--- config.mk ---
export PLATFORM = sky130hd
export DESIGN_NAME = ram_2port_bist
export DESIGN_NICKNAME = d
export VERILOG_FILES = /design/src/rtl/ram_2port_bist.sv
export SDC_FILE = /design/constraint.sdc
export NUM_CORES = 2
export LEC_CHECK = 0
export CELL_PAD_IN_SITES_DETAIL_PLACEMENT = 1
export CELL_PAD_IN_SITES_GLOBAL_PLACEMENT = 1
export CORE_MARGIN = 3
export CORE_UTILIZATION = 56
export DETAILED_ROUTE_END_ITERATION = 6
export PLACE_DENSITY = 0.77
export SLEW_MARGIN = 20
export SYNTH_ARGS = -nofsm -noshare
export SYNTH_HDL_FRONTEND = slang
export SYNTH_SLANG_ARGS = --single-unit
export TNS_END_PERCENT = 100
--- constraint.sdc ---
create_clock -name clk -period 11.1 [get_ports clk]
set_input_delay 3.33 -clock clk [delete_from_list [all_inputs] [get_ports clk]]
set_output_delay 3.33 -clock clk [all_outputs]
set_load 0.03 [all_outputs]
--- src/rtl/ram_2port_bist.sv ---
// rtl/ram_2port_bist.sv - parametrised simple dual-port RAM with built-in self-test sequencer
//
// Purpose:
//   Generic inferred simple dual-port RAM (one write port, one read port,
//   single clock) plus a start-triggered BIST FSM. One run writes a
//   selectable pattern to every address, reads every address back, compares
//   each word and reports pass/fail, the mismatch count and the first failing
//   address.
//
// Parameters:
//   DATA_W  RAM word width (even, >= 2)
//   ADDR_W  address width, DEPTH = 2**ADDR_W
//   RD_LAT  read latency: 1 = registered read address, 2 = plus output register
//
// Ports:
//   clk             clock for RAM and FSM
//   rst_n           asynchronous active-low reset
//   start           level, sampled in IDLE/DONE; launches one run
//   mode[1:0]       pattern select, latched on accepted start
//   err_inj         (only with RAM_2PORT_BIST_ERR_INJ_EN) flips bit 0 of word 0
//   busy            high while a run is in progress
//   done            one-cycle pulse on DONE entry
//   pass            1 = last run had zero mismatches (valid when not busy)
//   err_cnt         mismatch count of last/current run
//   first_err_addr  address of first mismatch, 0 if none
//
// Optional feature macro: RAM_2PORT_BIST_ERR_INJ_EN

module ram_2port_bist #(
    parameter int DATA_W = 8,
    parameter int ADDR_W = 8,
    parameter int RD_LAT = 1
) (
    input  logic              clk,
    input  logic              rst_n,
    input  logic              start,
    input  logic [1:0]        mode,
`ifdef RAM_2PORT_BIST_ERR_INJ_EN
    input  logic              err_inj,
`endif
    output logic              busy,
    output logic              done,
    output logic              pass,
    output logic [ADDR_W:0]   err_cnt,
    output logic [ADDR_W-1:0] first_err_addr
);

    localparam int DEPTH = 2 ** ADDR_W;

    typedef enum logic [2:0] {
        S_IDLE,
        S_WRITE,
        S_READ,
        S_FLUSH,
        S_DONE
    } state_t;

    state_t              state;
    state_t              state_nxt;

    logic [ADDR_W-1:0]   addr;
    logic [1:0]          flush_cnt;
    logic [1:0]          mode_q;
    logic                accept;
    logic                wren;
    logic                rden;
    logic                addr_last;
    logic                flush_last;
    logic                flush_end;
    logic [DATA_W-1:0]   wdata;
    logic [DATA_W-1:0]   exp_now;
    logic [ADDR_W-1:0]   rdaddress;

    logic [DATA_W-1:0]   mem [DEPTH];
    logic [ADDR_W-1:0]   rd_addr_q;
    logic [DATA_W-1:0]   q;

    logic [RD_LAT-1:0]   vld_d;
    logic [DATA_W-1:0]   exp_d  [RD_LAT];
    logic [ADDR_W-1:0]   addr_d [RD_LAT];
    logic                mismatch;

    // Expected word for address a under pattern m.
    function automatic logic [DATA_W-1:0] pattern(input logic [1:0] m,
                                                  input logic [ADDR_W-1:0] a);
        logic [DATA_W-1:0] base;
        logic [DATA_W-1:0] cb;
        base = DATA_W'(a);
        cb   = {(DATA_W/2){2'b01}};
        if (a[0]) begin
            cb = ~cb;
        end
        case (m)
            2'd0:    pattern = base;
            2'd1:    pattern = ~base;
            2'd2:    pattern = cb;
            default: pattern = a[0] ? '0 : '1;
        endcase
    endfunction

    // ------------------------------------------------------------------
    // FSM
    // ------------------------------------------------------------------
    assign addr_last  = (addr == {ADDR_W{1'b1}});
    assign flush_last = (flush_cnt == 2'(RD_LAT - 1));
    assign flush_end  = (state == S_FLUSH) && flush_last;

    always_comb begin
        state_nxt = state;
        accept    = 1'b0;
        wren      = 1'b0;
        rden      = 1'b0;
        case (state)
            S_IDLE, S_DONE: begin
                if (start) begin
                    accept    = 1'b1;
                    state_nxt = S_WRITE;
                end
            end
            S_WRITE: begin
                wren = 1'b1;
                if (addr_last) begin
                    state_nxt = S_READ;
                end
            end
            S_READ: begin
                rden = 1'b1;
                if (addr_last) begin
                    state_nxt = S_FLUSH;
                end
            end
            S_FLUSH: begin
                if (flush_last) begin
                    state_nxt = S_DONE;
                end
            end
            default: state_nxt = S_IDLE;
        endcase
    end

    assign busy = (state == S_WRITE) || (state == S_READ) || (state == S_FLUSH);

    // One shared address counter: it wraps from DEPTH-1 to 0 at the end of
    // the write sweep, which is exactly where the read sweep must begin.
    always_ff @(posedge clk or negedge rst_n) begin
        if (!rst_n) begin
            state     <= S_IDLE;
            addr      <= '0;
            flush_cnt <= '0;
            mode_q    <= '0;
        end else begin
            state <= state_nxt;
            if (accept) begin
                addr   <= '0;
                mode_q <= mode;
            end else if (wren || rden) begin
                addr <= addr + 1'b1;
            end
            if (state == S_FLUSH) begin
                flush_cnt <= flush_cnt + 1'b1;
            end else begin
                flush_cnt <= '0;
            end
        end
    end

    assign exp_now   = pattern(mode_q, addr);
    assign rdaddress = addr;

`ifdef RAM_2PORT_BIST_ERR_INJ_EN
    logic inj_q;

    always_ff @(posedge clk or negedge rst_n) begin
        if (!rst_n) begin
            inj_q <= 1'b0;
        end else if (accept) begin
            inj_q <= err_inj;
        end
    end

    // Deliberately corrupt word 0 so the compare path can be proven live.
    assign wdata = exp_now ^ DATA_W'(inj_q && (addr == '0));
`else
    assign wdata = exp_now;
`endif

    // ------------------------------------------------------------------
    // Memory (contents are not reset)
    // ------------------------------------------------------------------
    always_ff @(posedge clk) begin
        if (wren) begin
            mem[addr] <= wdata;
        end
        rd_addr_q <= rdaddress;
    end

    generate
        if (RD_LAT == 2) begin : g_out_reg
            logic [DATA_W-1:0] q_r;
            always_ff @(posedge clk) begin
                q_r <= mem[rd_addr_q];
            end
            assign q = q_r;
        end else begin : g_no_out_reg
            assign q = mem[rd_addr_q];
        end
    endgenerate

    // ------------------------------------------------------------------
    // Compare pipeline: expected word, address and valid travel RD_LAT
    // stages so they line up with q.
    // ------------------------------------------------------------------
    always_ff @(posedge clk or negedge rst_n) begin
        if (!rst_n) begin
            vld_d <= '0;
            for (int i = 0; i < RD_LAT; i++) begin
                exp_d[i]  <= '0;
                addr_d[i] <= '0;
            end
        end else begin
            vld_d[0]  <= rden;
            exp_d[0]  <= exp_now;
            addr_d[0] <= addr;
            for (int i = 1; i < RD_LAT; i++) begin
                vld_d[i]  <= vld_d[i-1];
                exp_d[i]  <= exp_d[i-1];
                addr_d[i] <= addr_d[i-1];
            end
        end
    end

    assign mismatch = vld_d[RD_LAT-1] && (q != exp_d[RD_LAT-1]);

    // ------------------------------------------------------------------
    // Result registers
    // ------------------------------------------------------------------
    always_ff @(posedge clk or negedge rst_n) begin
        if (!rst_n) begin
            err_cnt        <= '0;
            first_err_addr <= '0;
            done           <= 1'b0;
            pass           <= 1'b0;
        end else begin
            if (accept) begin
                err_cnt        <= '0;
                first_err_addr <= '0;
            end else if (mismatch) begin
                err_cnt <= err_cnt + 1'b1;
                if (err_cnt == '0) begin
                    first_err_addr <= addr_d[RD_LAT-1];
                end
            end
            done <= flush_end;
            // The final word is compared in the last flush cycle, so its
            // mismatch must be folded in here rather than read from err_cnt.
            if (flush_end) begin
                pass <= (err_cnt == '0) && !mismatch;
            end
        end
    end

endmodule

Word-level counts from Yosys, hierarchy flattened

Memory sizes are Yosys's and may differ from the RTL's. A register that Yosys moved wholly into a read port is not among the register bits.
Index checks and enable logic that the tools add are counted.

Register bits: 51
RAM bits: 2048
Bits of input ports: 5
Logic and storage cells: 67
Memories kept: 1

Memory list:

| name | depth | width | rd ports | clocked after Yosys merged registers in | write ports | line | text |
|---|---|---|---|---|---|---|---|
| mem  | 256   | 8     | 1        | 1                                       | 1           | 74   | `logic [DATA_W-1:0] mem [DEPTH];` |

Add/subtract/negate cells: 3
Equal/unequal tests: 12
Muxes and demuxes: 22
Bitwise operators: 1
Reduce and logical (&&, ||, !) cells: 17

Operators with widths:

| kind                                                | number |
|---|---|
| two-way mux 8 bit                                   | 7 |
| one-hot mux 8 bit (3 select lines)                  | 1 |
| two-way mux 9 bit                                   | 2 |
| two-way mux 3 bit                                   | 4 |
| one-hot mux 3 bit (4 select lines)                  | 1 |
| adder 9 x 1 -> 9 bit, second input constant         | 1 |
| logical NOT 9 bit                                   | 1 |
| adder 8 x 1 -> 8 bit, second input constant         | 1 |
| equality test 8 bit, second input constant          | 1 |
| inequality test 2 bit, second input constant        | 4 |
| inequality test 8 bit                               | 1 |
| NOT 8 bit                                           | 1 |
| equality test 3 x 2 -> 1 bit, second input constant | 2 |
| two-way mux 1 bit                                   | 6 |
| nonzero test 2 bit                                  | 3 |
| logical NOT 2 bit                                   | 2 |
| AND reduction 4 bit                                 | 1 |
| equality test 3 x 1 -> 1 bit, second input constant | 1 |
| equality test 3 bit, second input constant          | 1 |
| logical AND 1 bit                                   | 3 |
| logical NOT 3 bit                                   | 1 |
| logical OR 1 bit                                    | 3 |
| adder 2 x 1 -> 2 bit, second input constant         | 1 |
| equality test 2 x 1 -> 1 bit, second input constant | 1 |
| other kinds (5)                                     | 5 |

Depth between registers and ports, before layout

Word-level depth: 5
Mapped depth: 18
Depth with buffers taken out: 10

Worst setup path after synthesis

OpenSTA, ideal clock, no wires.

Kind: register to register
From: register mode_q[0]
To: memory mem[0][0], data pin
Setup time: 1.657 ns
Arrival time: 8.041 ns
Setup slack: 1.402 ns
Stages on the path, launching flop included: 4
Period minus slack after synthesis: 9.698 ns
Path through: dfrtp_1 clkbuf_1 nor2_1 xnor2_1

Longest elaborated chain between the ends: 2
Elaborated cells on any way between the ends: 4
Classes of those cells: eq/ne: 2; mux: 1; reduce/logical: 1

Ends and longest elaborated chain:

| what                                              | line | text |
|---|---|---|
| start: declaration                                | 63   | `logic [1:0] mode_q;` |
| start signal: assignment                          | 155  | `mode_q <= mode;` |
| equality test 2 bit, or another cell as far along | 93   | `case (m)` |
| one-hot mux 8 bit (3 select lines) *              | 93   |  |
| named net exp_now[0]                              | 71   | `logic [DATA_W-1:0] exp_now;` |
| end: declaration                                  | 74   |  |

The timed path passes the listed nets; every way through them passes the cells marked *.

==> impl_summary.txt <==
----------------------------------------------------
[CTS]
  Register clock-pin slew on the reported worst setup and hold paths ... 0.06 ns
  # resized after CTS ... 0
  Clock latency of the later-clocked register in the worst-skew pair ... 0.84 ns
  Level count of the clock H-tree ... 4
  Cts hold-fix bufs ... 0
  Clock tree from TritonCTS ... done
  CTS sink cnt ... 2107
  Buffers inserted during post-CTS setup optimization ... 0
  Maximum clock path buffer count ... 3
  CTS root buf ... sky130_fd_sc_hd__clkbuf_16
  TritonCTS buffer count ... 205

[Synth]
  XOR/XNOR Fraction of Synth Area ... 0.001821
  Number of synthesis warnings ... 0
  Area fraction in compound gates after synthesis ... 0.03059
  Number of nets in the synthesized netlist ... 3941
  Cells after Synth ... 3929
  Main area contributors after synthesis ... sky130_fd_sc_hd__edfxtp_1, sky130_fd_sc_hd__mux4_2, sky130_fd_sc_hd__dfrtp_1
  Portion of netlist area occupied by mux cells ... 0.1466
  Netlist Area Pre-Place ... 81760 um2
  Area share of and/or/nand/nor cells after synthesis ... 0.03299
  Synthesized-area fraction occupied by adder cells ... 0.001071
  Share of flip-flops with an asynchronous set or reset ... 0.02421
  Cell variety after synth ... 72
  Top cell type by total area after synthesis ... sky130_fd_sc_hd__edfxtp_1
  Number of synthesized register bits ... 2107
  Mean area per synthesized cell ... 20.81 um2
  Number of synthesized flops with an enable pin ... 2048
  Share of the yosys chip area belonging to registers ... 0.7698
  Largest family of logic cells by synthesized area ... multiplexers
  Proportion of netlist area held by the largest area contributor ... 0.7522
  Top FF cell, synth ... sky130_fd_sc_hd__edfxtp_1

[Placed design]
  Total half-perimeter wirelength after legalization and detailed placement ... 132200 um
  Placed cells ... 5698
  Number of buffers added on ports ... 24
  Dpl cell area ... 83860 um2
  Worst Setup Slack post-DPL ... 4.973 ns
  Weighted congestion at the end of routability-driven global placement ... 0.8584

[Power and ir drop]
  Worst vdd rail ir drop ... 0.3743 mV
  P_leak ... 27.78 nW
  Overall Power ... 25.36 mW
  Total power divided by cell area ... 279.7 nW/um2

[Status]
  Status ... finished clean

[Hold path]
  HP Class ... reg2reg
  Hold Startpoint ... pass

[Detailed routing]
  Post-detailed-route count of antenna-violating nets ... 0
  DR WL/cell ... 36.43 um
  Drt via density ... 6.850
  Via Count ... 41.68k
  Number of remaining DRC errors ... 0
  Initial DRC Count ... 5899
  First-pass DRT Iterations ... 5
  WL final ... 221600 um

[Finish]
  Post-layout nets ... 4019
  Fraction of layout cells with a size suffix above 1 ... 0.2169
  Non-filler cells in the finished layout ... 6085
  Layout Cell Area excl Fill ... 90680 um2
  Area growth from synthesis to final layout ... 10.91%

[Timing]
  Max-slew headroom ... 0.2131
  Portion of the clock cycle consumed by the worst path in the final layout ... 0.5603
  Setup ws final ... 4.881 ns
  Final setup violation count ... 0
  Unrepaired setup endpoints after global routing ... false
  Crit path time final ... 6.219 ns
  Total negative setup slack ... 0 ns
  Hold Vio Cnt, Final ... 0
  Slew of the pin with the lowest slew margin ... 1.176 ns
  Timing-limited maximum frequency ... 0.1608 GHz
  Max-slew violations ... 0
  Worst clock skew ... 0.03112 ns

[GRT]
  Number of global-route vias before repair ... 43.78k
  Number of antenna violations at the first check in global routing ... 9
  Grt total ovfl ... 0
  First-pass GRT wire length ... 322000 um
  Pin count of the biggest net entering global routing ... 258
  Total Routing Usage GR ... 0.2977

[Floorplan]
  Die area ... 150600 um2
  Die Height ... 388.1 um
  Overall die width ... 388.1 um
  Total number of placement rows ... 139
  Starting Density ... 0.5664
  Area inside the core boundary ... 144400 um2
  Top Ports ... 25

[Setup path]
  Largest driver fanout on the critical path ... 65
  Category of the most critical setup path ... reg2reg
  Required time of the worst setup path ... 11.74 ns
  Critical Path Sink Type ... flip-flop
  Worst EP arrival ... 6.86 ns
  Startpoint types ... flip-flop

[Job]
  Max capacitance violation total ... 0

----------------------------------------------------
power by group:
group          internal (mW)  leakage, nW  total [mW]  switching, mW
Sequential              11.2         19.2        11.4          0.165
Combinational           2.13         5.36        7.06           4.93
Clock                   3.96         3.24        6.95           2.99
logic make-up (layout without fill, tap and decap cells):
family	after synthesis	after routing
flip-flops	2107	2107
multiplexers	598	598
AND/OR/NAND/NOR	585	585
AO/OA/AOI/OAI	364	364
buffers and inverters	251	499
XOR/XNOR	17	17
adder cells (fa/ha/maj)	7	7
other	0	5
synth_stat cells (all sizes together) (8+ instances only):
cell    number
o21ai       29
buf        148
dfrtp       51
nand2       78
a21oi       69
edfxtp    2048
a221oi      12
o22ai       68
nand4       19
nor2b       24
nand2b      13
dfxtp        8
o31ai        9
nand3       45
a22oi      113
nor4        25
clkbuf      91
a22o        13
o211ai      15
and2        12
mux2i      112
xnor2        8
nor2       298
inv         12
xor2         9
nor3        31
mux4       479
state kept, by name, summed over array words and instances (netlist names), named ones only:
name / flops
mem: 2048
err_cnt: 9
addr: 8
addr_d: 8
exp_d: 8
first_err_addr: 8
state: 3
flush_cnt: 2
mode_q: 2
done: 1
pass: 1
vld_d: 1
placed cells by master, fill, tap and decap left out, drive strengths merged, types with 7 or more instances in the layout:
cell type and count:
edfxtp 2048, mux4 479, nor2 298, clkbuf 255, a22oi 113, mux2i 112
buf 87, clkinv 86, nand2 78, a21oi 69, o22ai 68, dfrtp 51
nand3 45, nor3 31, o21ai 29, nor4 25, nor2b 24, clkdlybuf4s50 23
bufinv 21, inv 21, nand4 19, o211ai 15, nand2b 13, a22o 13
a221oi 12, and2 12, o31ai 9, xor2 9, xnor2 8, dfxtp 8
or3 7, mux2 7, ha 7, or2 7
per-layer routing:
metal,global-route usage,share of wire
met3,0.05506,0.090
met4,0.1403,0.051
met2,0.4727,0.49
met5,0,0.000081
met1,0.4064,0.37
worst max-delay path, stage by stage (launching register included):
cell	delay (ns)
sky130_fd_sc_hd__dfxtp_4	0.75
sky130_fd_sc_hd__buf_4	0.73
sky130_fd_sc_hd__buf_4	0.86
sky130_fd_sc_hd__mux4_2	0.43
sky130_fd_sc_hd__a22o_1	0.21
sky130_fd_sc_hd__a221oi_1	0.49
sky130_fd_sc_hd__o22ai_1	0.32
sky130_fd_sc_hd__nor4_1	0.58
sky130_fd_sc_hd__or4_1	0.22
sky130_fd_sc_hd__nand4_1	0.18
sky130_fd_sc_hd__o41a_1	0.80
sky130_fd_sc_hd__nand3_1	0.24
sky130_fd_sc_hd__a21oi_1	0.09
path summary, 6_finish.rpt:
check	endpoint	slack, ns	depth (start not counted)
setup reg to reg	first_err_addr[4]	4.88	12
hold reg to reg	pass	0.51	2
hold / removal	pass	0.51	2
setup / recovery	first_err_addr[4]	4.88	12
max in group asynchronous	first_err_addr[6]	7.91	2
min in group asynchronous	exp_d[4]	2.67	2
final cells by class:
cell class	count	area (um2)
clock buffers	255	5431
fillers	11740	53670
flip-flops and latches	2107	62950
well taps	1903	2381
diodes	5	12.51
repair buffers	110	1049
inverters	12	47.55
clock inverters	122	1225
multi-input cells	1571	17580
through the flow:
step | utilization | hold slack, ns
finish | 0.6282 | 0.5082
global route | 0.6281 | 0.5537
CTS | 0.6271 | 0.5066
detailed placement | 0.5809 | 0.4860
global placement | 0.5809 | 0.4893
floorplan | - | 0.3623
Note: power is estimated with default switching activity, not from simulation.
